### src/rtl/uart_tx_pkg.sv
// Shared definitions for the UART transmit peripheral: FSM encoding, register map, status layout.
// Latency: n/a (package only).
// Backpressure: n/a (package only).
package uart_tx_pkg;

    typedef enum logic [1:0] {
        ST_IDLE  = 2'd0,
        ST_START = 2'd1,
        ST_DATA  = 2'd2,
        ST_STOP  = 2'd3
    } tx_state_t;

    localparam logic [1:0] UART_DATA = 2'b00;
    localparam logic [1:0] UART_CTRL = 2'b01;
    localparam logic [1:0] UART_STAT = 2'b10;

    localparam int STAT_BUSY    = 0;
    localparam int STAT_FULL    = 1;
    localparam int STAT_EMPTY   = 2;
    localparam int STAT_OVF     = 3;
    localparam int STAT_CNT_LSB = 4;

    // Status has a 4-bit count field; deeper FIFOs report 15 when fuller than that.
    function automatic logic [3:0] sat_count4(input logic [31:0] cnt);
        return (cnt > 32'd15) ? 4'hF : cnt[3:0];
    endfunction

endpackage

### src/rtl/uart_tx_fifo.sv
// Synchronous FIFO with first-word-fall-through head and occupancy count.
// Latency: a pushed word is visible at the head the cycle after the push edge.
// Backpressure: push is dropped when full unless a pop happens in the same cycle.
module uart_tx_fifo #(
    parameter int DEPTH = 8,
    parameter int W     = 8
) (
    input  logic                     clk,
    input  logic                     rst_n,
    input  logic                     push_vld,
    input  logic [W-1:0]             push_dat,
    input  logic                     pop_rdy,
    output logic [W-1:0]             head_dat,
    output logic                     full,
    output logic                     empty,
    output logic [$clog2(DEPTH):0]   count
);

    localparam int AW = $clog2(DEPTH);
    localparam int CW = AW + 1;

    logic [W-1:0]  mem [DEPTH];
    logic [AW-1:0] wr_ptr;
    logic [AW-1:0] rd_ptr;
    logic          do_push;
    logic          do_pop;

    assign full     = (count == CW'(DEPTH));
    assign empty    = (count == '0);
    assign do_pop   = pop_rdy && !empty;
    assign do_push  = push_vld && (!full || do_pop);
    assign head_dat = mem[rd_ptr];

    always_ff @(posedge clk) begin
        if (do_push) begin
            mem[wr_ptr] <= push_dat;
        end
    end

    always_ff @(posedge clk or negedge rst_n) begin
        if (!rst_n) begin
            wr_ptr <= '0;
            rd_ptr <= '0;
            count  <= '0;
        end else begin
            if (do_push) begin
                wr_ptr <= wr_ptr + 1'b1;
            end
            if (do_pop) begin
                rd_ptr <= rd_ptr + 1'b1;
            end
            unique case ({do_push, do_pop})
                2'b10:   count <= count + CW'(1);
                2'b01:   count <= count - CW'(1);
                default: count <= count;
            endcase
        end
    end

endmodule

### src/rtl/uart_tx_driver.sv
// Memory-mapped 8N1 UART transmitter: CPU writes bytes into a FIFO, FSM serialises them LSB first.
// Latency: push at edge N into an idle, empty path pops at N+1; start bit drives the line from N+1.
// Backpressure: none on the bus; CPU polls status, bytes written into a full FIFO set sticky overflow.
module uart_tx_driver
    import uart_tx_pkg::*;
#(
    parameter int CLKS_PER_BIT = 200,
    parameter int FIFO_DEPTH   = 8,
    parameter int CNT_W        = 8
) (
    input  logic        iCpuClock,
    input  logic        iCpuReset,
    input  logic        iDoUartWrite,
    input  logic        iDoUartRead,
    input  logic [1:0]  iUartAddress,
    input  logic [7:0]  iUartDataToWrite,
    output logic [15:0] oUartReadData,
    output logic        oFpgaUartToPc
);

    localparam int                FCW       = $clog2(FIFO_DEPTH) + 1;
    localparam logic [CNT_W-1:0]  BAUD_LAST = CNT_W'(CLKS_PER_BIT - 1);

    tx_state_t         state_q;
    tx_state_t         state_nxt;
    logic [CNT_W-1:0]  baud_q;
    logic [CNT_W-1:0]  baud_nxt;
    logic [2:0]        idx_q;
    logic [2:0]        idx_nxt;
    logic [7:0]        shift_q;
    logic [7:0]        shift_nxt;
    logic              tx_q;
    logic              tx_nxt;
    logic              baud_last;

    logic              wr_data_vld;
    logic              wr_ctrl_vld;
    logic              fifo_push;
    logic              fifo_pop;
    logic              fifo_full;
    logic              fifo_empty;
    logic [FCW-1:0]    fifo_cnt;
    logic [7:0]        fifo_head;
    logic              ovf_q;
    logic              ovf_set;
    logic              busy;
    logic [15:0]       stat_dat;
    logic [15:0]       rd_dat_q;

    assign wr_data_vld = iDoUartWrite && (iUartAddress == UART_DATA);
    assign wr_ctrl_vld = iDoUartWrite && (iUartAddress == UART_CTRL);
    assign fifo_push   = wr_data_vld && (!fifo_full || fifo_pop);
    assign ovf_set     = wr_data_vld && fifo_full && !fifo_pop;
    assign baud_last   = (baud_q == BAUD_LAST);

    uart_tx_fifo #(
        .DEPTH (FIFO_DEPTH),
        .W     (8)
    ) u_fifo (
        .clk      (iCpuClock),
        .rst_n    (iCpuReset),
        .push_vld (fifo_push),
        .push_dat (iUartDataToWrite),
        .pop_rdy  (fifo_pop),
        .head_dat (fifo_head),
        .full     (fifo_full),
        .empty    (fifo_empty),
        .count    (fifo_cnt)
    );

    always_ff @(posedge iCpuClock or negedge iCpuReset) begin
        if (!iCpuReset) begin
            state_q <= ST_IDLE;
            baud_q  <= '0;
            idx_q   <= '0;
            shift_q <= '0;
            tx_q    <= 1'b1;
        end else begin
            state_q <= state_nxt;
            baud_q  <= baud_nxt;
            idx_q   <= idx_nxt;
            shift_q <= shift_nxt;
            tx_q    <= tx_nxt;
        end
    end

    always_comb begin
        state_nxt = state_q;
        baud_nxt  = baud_q;
        idx_nxt   = idx_q;
        shift_nxt = shift_q;
        unique case (state_q)
            ST_IDLE: begin
                if (!fifo_empty) begin
                    state_nxt = ST_START;
                    baud_nxt  = '0;
                    idx_nxt   = '0;
                    shift_nxt = fifo_head;
                end
            end
            ST_START: begin
                if (baud_last) begin
                    baud_nxt  = '0;
                    state_nxt = ST_DATA;
                end else begin
                    baud_nxt = baud_q + 1'b1;
                end
            end
            ST_DATA: begin
                if (baud_last) begin
                    baud_nxt  = '0;
                    shift_nxt = {1'b0, shift_q[7:1]};
                    idx_nxt   = idx_q + 3'd1;
                    if (idx_q == 3'd7) begin
                        state_nxt = ST_STOP;
                    end
                end else begin
                    baud_nxt = baud_q + 1'b1;
                end
            end
            ST_STOP: begin
                // Back-to-back frames: the next start bit follows the stop bit with no idle gap.
                if (baud_last) begin
                    baud_nxt = '0;
                    if (!fifo_empty) begin
                        state_nxt = ST_START;
                        idx_nxt   = '0;
                        shift_nxt = fifo_head;
                    end else begin
                        state_nxt = ST_IDLE;
                    end
                end else begin
                    baud_nxt = baud_q + 1'b1;
                end
            end
            default: state_nxt = ST_IDLE;
        endcase
    end

    // Line value is precomputed from the next state so the pin comes straight off a flop.
    always_comb begin
        fifo_pop = !fifo_empty && ((state_q == ST_IDLE) || ((state_q == ST_STOP) && baud_last));
        busy     = (state_q != ST_IDLE) || !fifo_empty;
        unique case (state_nxt)
            ST_START: tx_nxt = 1'b0;
            ST_DATA:  tx_nxt = shift_nxt[0];
            default:  tx_nxt = 1'b1;
        endcase
    end

    always_ff @(posedge iCpuClock or negedge iCpuReset) begin
        if (!iCpuReset) begin
            ovf_q <= 1'b0;
        end else if (ovf_set) begin
            ovf_q <= 1'b1;
        end else if (wr_ctrl_vld && iUartDataToWrite[0]) begin
            ovf_q <= 1'b0;
        end
    end

    always_comb begin
        stat_dat                           = '0;
        stat_dat[STAT_BUSY]                = busy;
        stat_dat[STAT_FULL]                = fifo_full;
        stat_dat[STAT_EMPTY]               = fifo_empty;
        stat_dat[STAT_OVF]                 = ovf_q;
        stat_dat[STAT_CNT_LSB+3:STAT_CNT_LSB] = sat_count4(32'(fifo_cnt));
    end

    always_ff @(posedge iCpuClock or negedge iCpuReset) begin
        if (!iCpuReset) begin
            rd_dat_q <= '0;
        end else if (iDoUartRead && (iUartAddress == UART_STAT)) begin
            rd_dat_q <= stat_dat;
        end else begin
            rd_dat_q <= '0;
        end
    end

    assign oUartReadData = rd_dat_q;
    assign oFpgaUartToPc = tx_q;

endmodule

### config.mk
export PLATFORM = sky130hd
export DESIGN_NAME = uart_tx_driver
export DESIGN_NICKNAME = d
export VERILOG_FILES = /design/src/rtl/uart_tx_pkg.sv /design/src/rtl/uart_tx_fifo.sv /design/src/rtl/uart_tx_driver.sv
export SDC_FILE = /design/constraint.sdc
export NUM_CORES = 1
export LEC_CHECK = 0
export ABC_AREA = 1
export ABC_CLOCK_PERIOD_IN_PS = 5170
export CORE_MARGIN = 10
export CORE_UTILIZATION = 60
export DETAILED_ROUTE_END_ITERATION = 12
export PLACE_DENSITY = 0.91
export SETUP_SLACK_MARGIN = 0.1
export SLEW_MARGIN = 20
export SYNTH_ARGS = -nofsm -noshare
export SYNTH_HDL_FRONTEND = slang
export SYNTH_SLANG_ARGS = --single-unit
### constraint.sdc
create_clock -name iCpuClock -period 5.17 [get_ports iCpuClock]
set_input_delay 1.2925 -clock iCpuClock [delete_from_list [all_inputs] [get_ports iCpuClock]]
set_output_delay 1.2925 -clock iCpuClock [all_outputs]
set_load 0.02 [all_outputs]
==> results.toml, run 1 <==
[clock_network]
cts.repair.resized = 0
clockBufferDepth = 2
cts.sinks = 105
cts_root_buffer = "clkbuf_8"
hold_buffers = 0
insertion_delay_ns = 0.37
cts_tree = "built"
cts_buffers = 9
clk_pin_slew_ns = 0.10
htreeDepth = 3
postCtsSetupBuffers = 0

[timing]
timing.final.crit_share = 0.714
finalSetupViolations = 0
period_minus_slack_ns = 3.69
hold_viol = 0
whs_ns = 0.491
rsz0062_at_grt = "false"
clock.fmax_mhz = 271
setup_slack_ns = 1.48
tns_ns = 0
slew_headroom = 0.399
slew_violations = 0
tightest_slew_ns = 0.902
finalClockSkew_ns = 0.0104

[global_routing]
grt_pass1_vias = 3347
antenna_found_initial = 0
gr-total-overflow = 0
grt_max_degree = 42
grt_usage = 0.178
grt_pass1_wl_mm = 16.5

[place]
post-dp-hpwl_mm = 7.05
portBuffers = 22
dp_cells = 560
routabilityCongestion = 0.932
place_worst_setup_slack_ns = 1.13

[worst_setup_path]
worstSetupPathType = "in2reg"
rrSetupSlack_ns = 2.32
cp_max_fo = 9
startpoint_type = "primary input"
worstPathArrival_ns = 3.96
critPathRequiredTime_ns = 5.44
startpoint = "iUartAddress[1]"
r2r_start = "baud_q[0]"
endpoint_kind = "register"

[floorplan]
die_area_sq_mm = 0.0119
core_area_sq_mm = 0.00773
die_x_um = 109
io_pins = 31
die_y_um = 109
num_rows = 32
initial_core_util = 0.619

[synthesis]
syn_area_per_cell_sq_um = 10.7
synth_seq_cells = 105
synth_cells = 446
synth_area_sq_mm = 0.00478
synthDistinctLibCells = 39
yosys_warnings = 0
synth-seq-area-share = 0.617

[min_path]
hp-class = "reg2reg"
hold_start = "shift_q[7]"

[routing]
drc_errors = 0
dr.pass1.iters = 6
vias_per_cell = 5.88
drt_iter0_markers = 335
num_vias = 3384
ant_nets = 0
routed_wl_mm = 10.1
wl_per_cell_um = 17.6

[power]
power_leakage_nw = 2.16
peakVddDrop_uv = 326
power.density_mw_per_mm2 = 494

[finish]
fill_cells = 509
drive_gt1_frac = 0.118
stdcell_count = 576
diodes = 0
layout_commonest_cell = "nand2_1"
final-seq-area_sq_mm = 0.00295
utilization = 0.679
multi_input_area_sq_mm = 0.00160
area_delta_synth_final_pct = 9.76
final_nets = 492
final_cell_mix = "nand2_1 (106), edfxtp_1 (64), nand3_1 (47)"

[outcome]
outcome = "completed"

[flow_run]
cap_violations = 0
## cells in the mapped netlist
| cell | instances | area [sq um] |
|---|---|---|
| conb_1 | 1 | 3.75 |
| a21oi_1 | 5 | 25.0 |
| inv_1 | 27 | 101 |
| nor2_8 | 1 | 20.0 |
| nor3_2 | 4 | 40.0 |
| xor2_1 | 7 | 61.3 |
| nand3_2 | 2 | 20.0 |
| inv_2 | 9 | 33.8 |
| nor2_1 | 32 | 120 |
| ha_1 | 8 | 100 |
| clkinv_1 | 2 | 7.51 |
| buf_4 | 9 | 67.6 |
| xnor2_1 | 2 | 17.5 |
| nor4_1 | 1 | 6.26 |
| or2_2 | 2 | 12.5 |
| o31ai_1 | 2 | 15.0 |
| edfxtp_1 | 64 | 1920 |
| fa_1 | 1 | 20.0 |
| o21ai_0 | 25 | 125 |
| nand3_4 | 2 | 35.0 |
| nand3b_1 | 1 | 7.51 |
| o22ai_1 | 3 | 18.8 |
| nand2_1 | 106 | 398 |
| a21oi_4 | 1 | 16.3 |
| clkbuf_1 | 1 | 3.75 |
| dfrtp_1 | 40 | 1000 |
| nand4_1 | 3 | 18.8 |
| a22o_1 | 2 | 17.5 |
| nand2_4 | 5 | 56.3 |
| mux2_2 | 1 | 11.3 |
| buf_2 | 8 | 40.0 |
| o21ai_2 | 2 | 17.5 |
| nand2_2 | 5 | 31.3 |
| nand3_1 | 47 | 235 |
| nand4_4 | 1 | 21.3 |
| nor2_4 | 3 | 33.8 |
| dfstp_2 | 1 | 26.3 |
| o221ai_1 | 6 | 52.6 |
| nor3_1 | 4 | 20.0 |
## critical path, stage by stage
cell	delay [ns]
clkdlybuf4s50_1	0.45
nor3_1	0.66
nand2_4	0.23
ha_1	0.32
ha_1	0.34
a21oi_1	0.15
o21ai_0	0.11
xor2_1	0.15
mux2_2	0.26
## state kept, by name (all words and copies together) (netlist names)
signal and flops:
u_fifo.mem 64, baud_q 8, oUartReadData 8, shift_q 8, u_fifo.count 4, idx_q 3, u_fifo.rd_ptr 3, u_fifo.wr_ptr 3
state_q 2, oFpgaUartToPc 1, ovf_q 1
## per-layer routing
layer	up-vias	track usage	wire [um]
met4	0	0.0827	240
met2	160	0.295	5150
met1	1649	0.218	3910
li1	1549	-	-
met3	26	0.0383	817
met5	-	0	0
## final timing paths
check | endpoint | cells past startpoint
setup / recovery | u_fifo.count[3] | 9
hold / removal | shift_q[7] | 2
setup reg to reg | u_fifo.count[3] | 14
hold reg to reg | shift_q[7] | 2
max in group asynchronous | shift_q[4] | 1
min in group asynchronous | baud_q[0] | 1
## metrics by stage
stage | power [W] | instance area [sq um]
2_1_floorplan | 0.00183 | 4810
3_3_place_gp | 0.00201 | 5050
3_5_place_dp | 0.00207 | 5050
4_1_cts | 0.00258 | 5250
5_1_grt | 0.00274 | 5250
6_report | 0.00259 | 5250
## power by group
part / switching [W] / total, W / internal, W
combinational: 0.000632 / 0.000941 / 0.000309
clock: 0.000285 / 0.000513 / 0.000228
sequential: 0.000116 / 0.00114 / 0.00102
total: 0.00103 / 0.00259 / 0.00156
## cell type report
cell class              instances  area share
clock inverters                 7      0.0148
inverters                      38      0.0272
flip-flops and latches        105       0.562
clock buffers                   9      0.0236
repair buffers                 23      0.0424
multi-input cells             292       0.306
well taps                     102      0.0243
## cell families after synthesis
logic type,share of synthesized area
compound gates,0.0602
xor+xnor,0.0165
fa+ha+maj,0.0251
buf+inv,0.0531
flops,0.617
mux,0.00236
other cells,0.000784
simple gates,0.225
Power figures use the tool's default switching activity.
==> run 2, diff against run 1 <==
--- a/config.mk
+++ b/config.mk
@@ -6,11 +6,11 @@
 export NUM_CORES = 1
 export LEC_CHECK = 0
 export ABC_AREA = 1
-export ABC_CLOCK_PERIOD_IN_PS = 5170
+export ABC_CLOCK_PERIOD_IN_PS = 3200
 export CORE_MARGIN = 10
-export CORE_UTILIZATION = 60
+export CORE_UTILIZATION = 53
 export DETAILED_ROUTE_END_ITERATION = 12
-export PLACE_DENSITY = 0.91
+export PLACE_DENSITY = 0.85
 export SETUP_SLACK_MARGIN = 0.1
 export SLEW_MARGIN = 20
 export SYNTH_ARGS = -nofsm -noshare
==> constraint.sdc (replaced) <==
create_clock -name iCpuClock -period 3.2 [get_ports iCpuClock]
set_input_delay 0.8 -clock iCpuClock [delete_from_list [all_inputs] [get_ports iCpuClock]]
set_output_delay 0.8 -clock iCpuClock [all_outputs]
set_load 0.02 [all_outputs]
==> results.toml, run 2 (same netlist as run 1, synthesis figures left out) <==
[outcome]
outcome = "completed"

[clock_network]
insertion_delay_ns = 0.38
postCtsSetupBuffers = 0
cts_tree = "built"
hold_buffers = 0
htreeDepth = 3
clk_pin_slew_ns = 0.10
clockBufferDepth = 2
cts_root_buffer = "clkbuf_8"
cts.repair.resized = 0
cts_buffers = 9
cts.sinks = 105

[worst_setup_path]
critPathBufInv = 0
rrSetupSlack_ns = 0.39
critPathMostFrequentCell = "nand2_4"
endpoint_kind = "register"
reg2reg_to = "u_fifo.count[3]"
critPathRequiredTime_ns = 3.46
r2r_start = "baud_q[0]"
path_cells = "ha_1 > nand2_2 > nor2_8 > nand3_4 > nand2_4 > nand2_4 > nand2_4 > nand2_4 > ha_1 > ha_1 > a21oi_1 > o21ai_0 > xor2_1 > mux2_2"
path_delay_family = "adder cells"
cp_max_fo = 9
startpoint_type = "register"
slowest_stage = "dfrtp_1"
worstSetupPathType = "reg2reg"
worstRegToRegCells = 14
slowest_delay_ns = 0.41
worstPathArrival_ns = 3.07

[timing]
slew_violations = 0
finalClockSkew_ns = 0.0165
tns_ns = 0
period_minus_slack_ns = 2.81
whs_ns = 0.494
finalSetupViolations = 0
tightest_slew_ns = 0.906
timing.final.crit_share = 0.878
clock.fmax_mhz = 356
rsz0062_at_grt = "false"
slew_headroom = 0.396
hold_viol = 0

[floorplan]
num_rows = 34
die_y_um = 115
initial_core_util = 0.546
core_area_sq_mm = 0.00876
io_pins = 31
die_x_um = 115
die_area_sq_mm = 0.0132

[finish]
utilization = 0.606
largest_register = "u_fifo.mem"
diodes = 0
fin_area_sq_mm = 0.00531
area_delta_synth_final_pct = 11.1
largest_reg_flops = 64
final_nets = 501
drive_gt1_frac = 0.135
layout_commonest_cell = "nand2_1"
final_cell_mix = "nand2_1 (106), edfxtp_1 (64), nand3_1 (47)"

[global_routing]
grt_usage = 0.152
gr-total-overflow = 0
grt_pass1_vias = 3242
antenna_found_initial = 0
grt_max_degree = 42
grt_pass1_wl_mm = 15.9

[routing]
drc_errors = 0
routed_wl_mm = 9.87
num_vias = 3355
dr.pass1.iters = 7
ant_nets = 0
vias_per_cell = 5.68
wl_per_cell_um = 16.7
drt_iter0_markers = 348

[power]
power_leakage_nw = 2.21
peakVddDrop_uv = 371
net-switching-power_w = 0.00169
p_total_w = 0.00415
power.density_mw_per_mm2 = 782
pwr-share-clk = 0.192
seqPwrFrac = 0.443
p_comb_frac = 0.365
p_int_w = 0.00246
p_sw_frac = 0.408

[min_path]
hold_start = "u_fifo.count[0]"
holdPathEnd = "u_fifo.count[0]"
hold_depth = 1
hp-class = "reg2reg"

[place]
post-dp-hpwl_mm = 6.55
dpl_cell_area_sq_mm = 0.00512
routabilityCongestion = 0.837
portBuffers = 22

[flow_run]
cap_violations = 0
## run 2: cell count changes in the layout (fill, tap and decap cells not counted)
cell	delta
buf_4	+9
clkinvlp_4	-2
inv_6	+2
bufinv_16	-1
clkinv_4	-1
clkinv_8	+1
inv_8	+1
## run 2: power groups by stage
stage	sequential, W	combinational (W)	clock (W)
floorplan	0.00181	0.00116	0
global placement	0.00185	0.00140	0
detailed placement	0.00186	0.00149	0
CTS	0.00183	0.00151	0.000812
global route	0.00186	0.00169	0.000873
finish	0.00184	0.00152	0.000799
## run 2: through the flow
step           instances  setup slack, ns
6_report             591            0.392
5_1_grt              591            0.222
4_1_cts              591            0.418
3_5_place_dp         575           0.0721
3_3_place_gp         575            0.180
2_1_floorplan        453            0.432
## run 2: metal layers
metal | up-vias | global-route usage | routed length [um]
met5 | - | 0 | 0
met4 | 0 | 0.0561 | 127
met3 | 11 | 0.0359 | 696
met2 | 149 | 0.250 | 5050
met1 | 1628 | 0.192 | 4000
li1 | 1567 | - | -
## run 2: layout make-up
cell class	count	area [sq um]
multi-input combinational	292	1600
fill	674	3450
clock buffer	9	124
inverter	38	143
clock inverter	7	68.8
tap	108	135
timing repair buffer	32	290
sequential	105	2950
## run 2: worst max-delay path by stage
stage	to	depth (start not counted)	slack (ns)	start
floorplan	u_fifo.count[3]	8	0.43	iUartAddress[1]
global placement	u_fifo.count[3]	10	0.18	iUartAddress[1]
detailed placement	u_fifo.count[3]	10	0.07	iUartAddress[1]
CTS	u_fifo.count[3]	14	0.42	baud_q[0]
global route	u_fifo.count[3]	14	0.22	baud_q[0]
finish	u_fifo.count[3]	14	0.39	baud_q[0]
==> run 3, diff against run 2 <==
--- a/config.mk
+++ b/config.mk
@@ -10,7 +10,7 @@
 export CORE_MARGIN = 10
 export CORE_UTILIZATION = 53
 export DETAILED_ROUTE_END_ITERATION = 12
-export PLACE_DENSITY = 0.85
+export PLACE_DENSITY = 0.75
 export SETUP_SLACK_MARGIN = 0.1
 export SLEW_MARGIN = 20
 export SYNTH_ARGS = -nofsm -noshare
==> results.toml, run 3 (same netlist as run 1, synthesis figures left out) <==
[finish]
drive_gt1_frac = 0.138
diodes = 0
largest_register = "u_fifo.mem"
layout_commonest_cell = "nand2_1"
fill_cells = 696
largest_reg_flops = 64
final_nets = 503
area_delta_synth_final_pct = 11.8
final_cell_mix = "nand2_1 (106), edfxtp_1 (64), nand3_1 (47)"
utilization = 0.610

[floorplan]
core_area_sq_mm = 0.00876
die_x_um = 115
io_pins = 31
die_y_um = 115
die_area_sq_mm = 0.0132
num_rows = 34
initial_core_util = 0.546

[timing]
hold_viol = 0
finalClockSkew_ns = 0.0172
period_minus_slack_ns = 2.68
timing.final.crit_share = 0.838
tightest_slew_ns = 0.910
clock.fmax_mhz = 373
rsz0062_at_grt = "false"
slew_headroom = 0.393
slew_violations = 0
tns_ns = 0
finalSetupViolations = 0
whs_ns = 0.503

[worst_setup_path]
startpoint_type = "register"
worstSetupPathType = "reg2reg"
worstRegToRegCells = 11
critPathRequiredTime_ns = 3.47
endpoint_kind = "register"
worstPathArrival_ns = 2.95
crit_end = "u_fifo.count[3]"
startpoint = "baud_q[0]"
cp_max_fo = 9
rrSetupSlack_ns = 0.52
reg2reg_to = "u_fifo.count[3]"
r2r_start = "baud_q[0]"

[power]
peakVddDrop_uv = 372
seqPwrFrac = 0.430
net-switching-power_w = 0.00166
power.density_mw_per_mm2 = 786
power_leakage_nw = 2.23
p_sw_frac = 0.395
p_int_w = 0.00254
pwr-share-clk = 0.204
p_comb_frac = 0.366

[routing]
vias_per_cell = 5.46
drc_errors = 0
dr.pass1.iters = 7
drt_iter0_markers = 231
num_vias = 3240
routed_wl_mm = 9.78
ant_nets = 0
wl_per_cell_um = 16.5

[global_routing]
grt_usage = 0.153
antenna_found_initial = 0
gr-total-overflow = 0
met1_usage = 0.200
grt_pass1_vias = 3263
grt_max_degree = 42
grtUsageMet3 = 0.0224
grt_pass1_wl_mm = 16.1
grt_use_met2 = 0.250
busiest_layer = "met2"

[clock_network]
clk_pin_slew_ns = 0.10
cts_tree = "built"
cts_root_buffer = "clkbuf_8"
postCtsSetupBuffers = 0
cts.repair.resized = 0
cts_buffers = 9
cts.sinks = 105
htreeDepth = 3
hold_buffers = 0
clockBufferDepth = 2
insertion_delay_ns = 0.38

[min_path]
hold_start = "ovf_q"
hold_depth = 2
hp-class = "reg2reg"

[place]
portBuffers = 22
routabilityCongestion = 0.821
post-dp-hpwl_mm = 6.56

[outcome]
outcome = "completed"

[flow_run]
cap_violations = 0
[run 3: changes by cell type in the layout (fill, tap and decap cells not counted)]
cell / previous run / this run
buf_4: 10 / 12
clkinv_8: 1 / 0
bufinv_16: 0 / 1
[run 3: final cells by class]
| class | instances | area, sq um | area share |
|---|---|---|---|
| Clock inverter | 7 | 82.6 | 0.0155 |
| Inverter | 38 | 143 | 0.0267 |
| Clock buffer | 9 | 124 | 0.0232 |
| Multi-Input combinational cell | 292 | 1600 | 0.300 |
| Tap cell | 108 | 135 | 0.0253 |
| Sequential cell | 105 | 2950 | 0.552 |
| Timing Repair Buffer | 34 | 305 | 0.0571 |
[run 3: critical path, stage by stage (launching register included)]
cell     delay (ns)
dfrtp_1        0.40
ha_1           0.20
nand2_2        0.12
nor2_8         0.16
nand3_4        0.11
a21oi_4        0.32
ha_1           0.30
ha_1           0.29
a21oi_1        0.15
o21ai_0        0.11
xor2_1         0.15
mux2_2         0.26
[run 3: how the worst min path moves through the flow]
stage          slack (ns)               end
6_report             0.50  oUartReadData[3]
4_1_cts              0.51   u_fifo.count[0]
3_3_place_gp         0.47        shift_q[7]
3_5_place_dp         0.49  oUartReadData[3]
2_1_floorplan        0.45        shift_q[7]
5_1_grt              0.53   u_fifo.count[0]
[run 3: metrics by stage]
stage | worst slack, ns | cells | cell area (sq um) | total power, W
after global routing | 0.292 | 593 | 5340 | 0.00447
after floorplan | 0.432 | 453 | 4810 | 0.00296
final | 0.518 | 593 | 5340 | 0.00420
after global placement | 0.171 | 577 | 5140 | 0.00328
after detailed placement | 0.111 | 577 | 5140 | 0.00337
after CTS | 0.503 | 593 | 5340 | 0.00422
[run 3: power by group through the flow]
| stage | clock network, W | registers [W] | logic [W] |
|---|---|---|---|
| 3_3_place_gp | 0 | 0.00182 | 0.00146 |
| 6_report | 0.000858 | 0.00180 | 0.00154 |
| 4_1_cts | 0.000868 | 0.00180 | 0.00155 |
| 5_1_grt | 0.000916 | 0.00183 | 0.00173 |
| 2_1_floorplan | 0 | 0.00181 | 0.00116 |
| 3_5_place_dp | 0 | 0.00183 | 0.00154 |
[run 3: routing by layer]
layer | share of wire | routed length [um]
met5 | 0 | 0
met4 | 0.019 | 188
met3 | 0.053 | 517
met2 | 0.50 | 4850
met1 | 0.43 | 4220
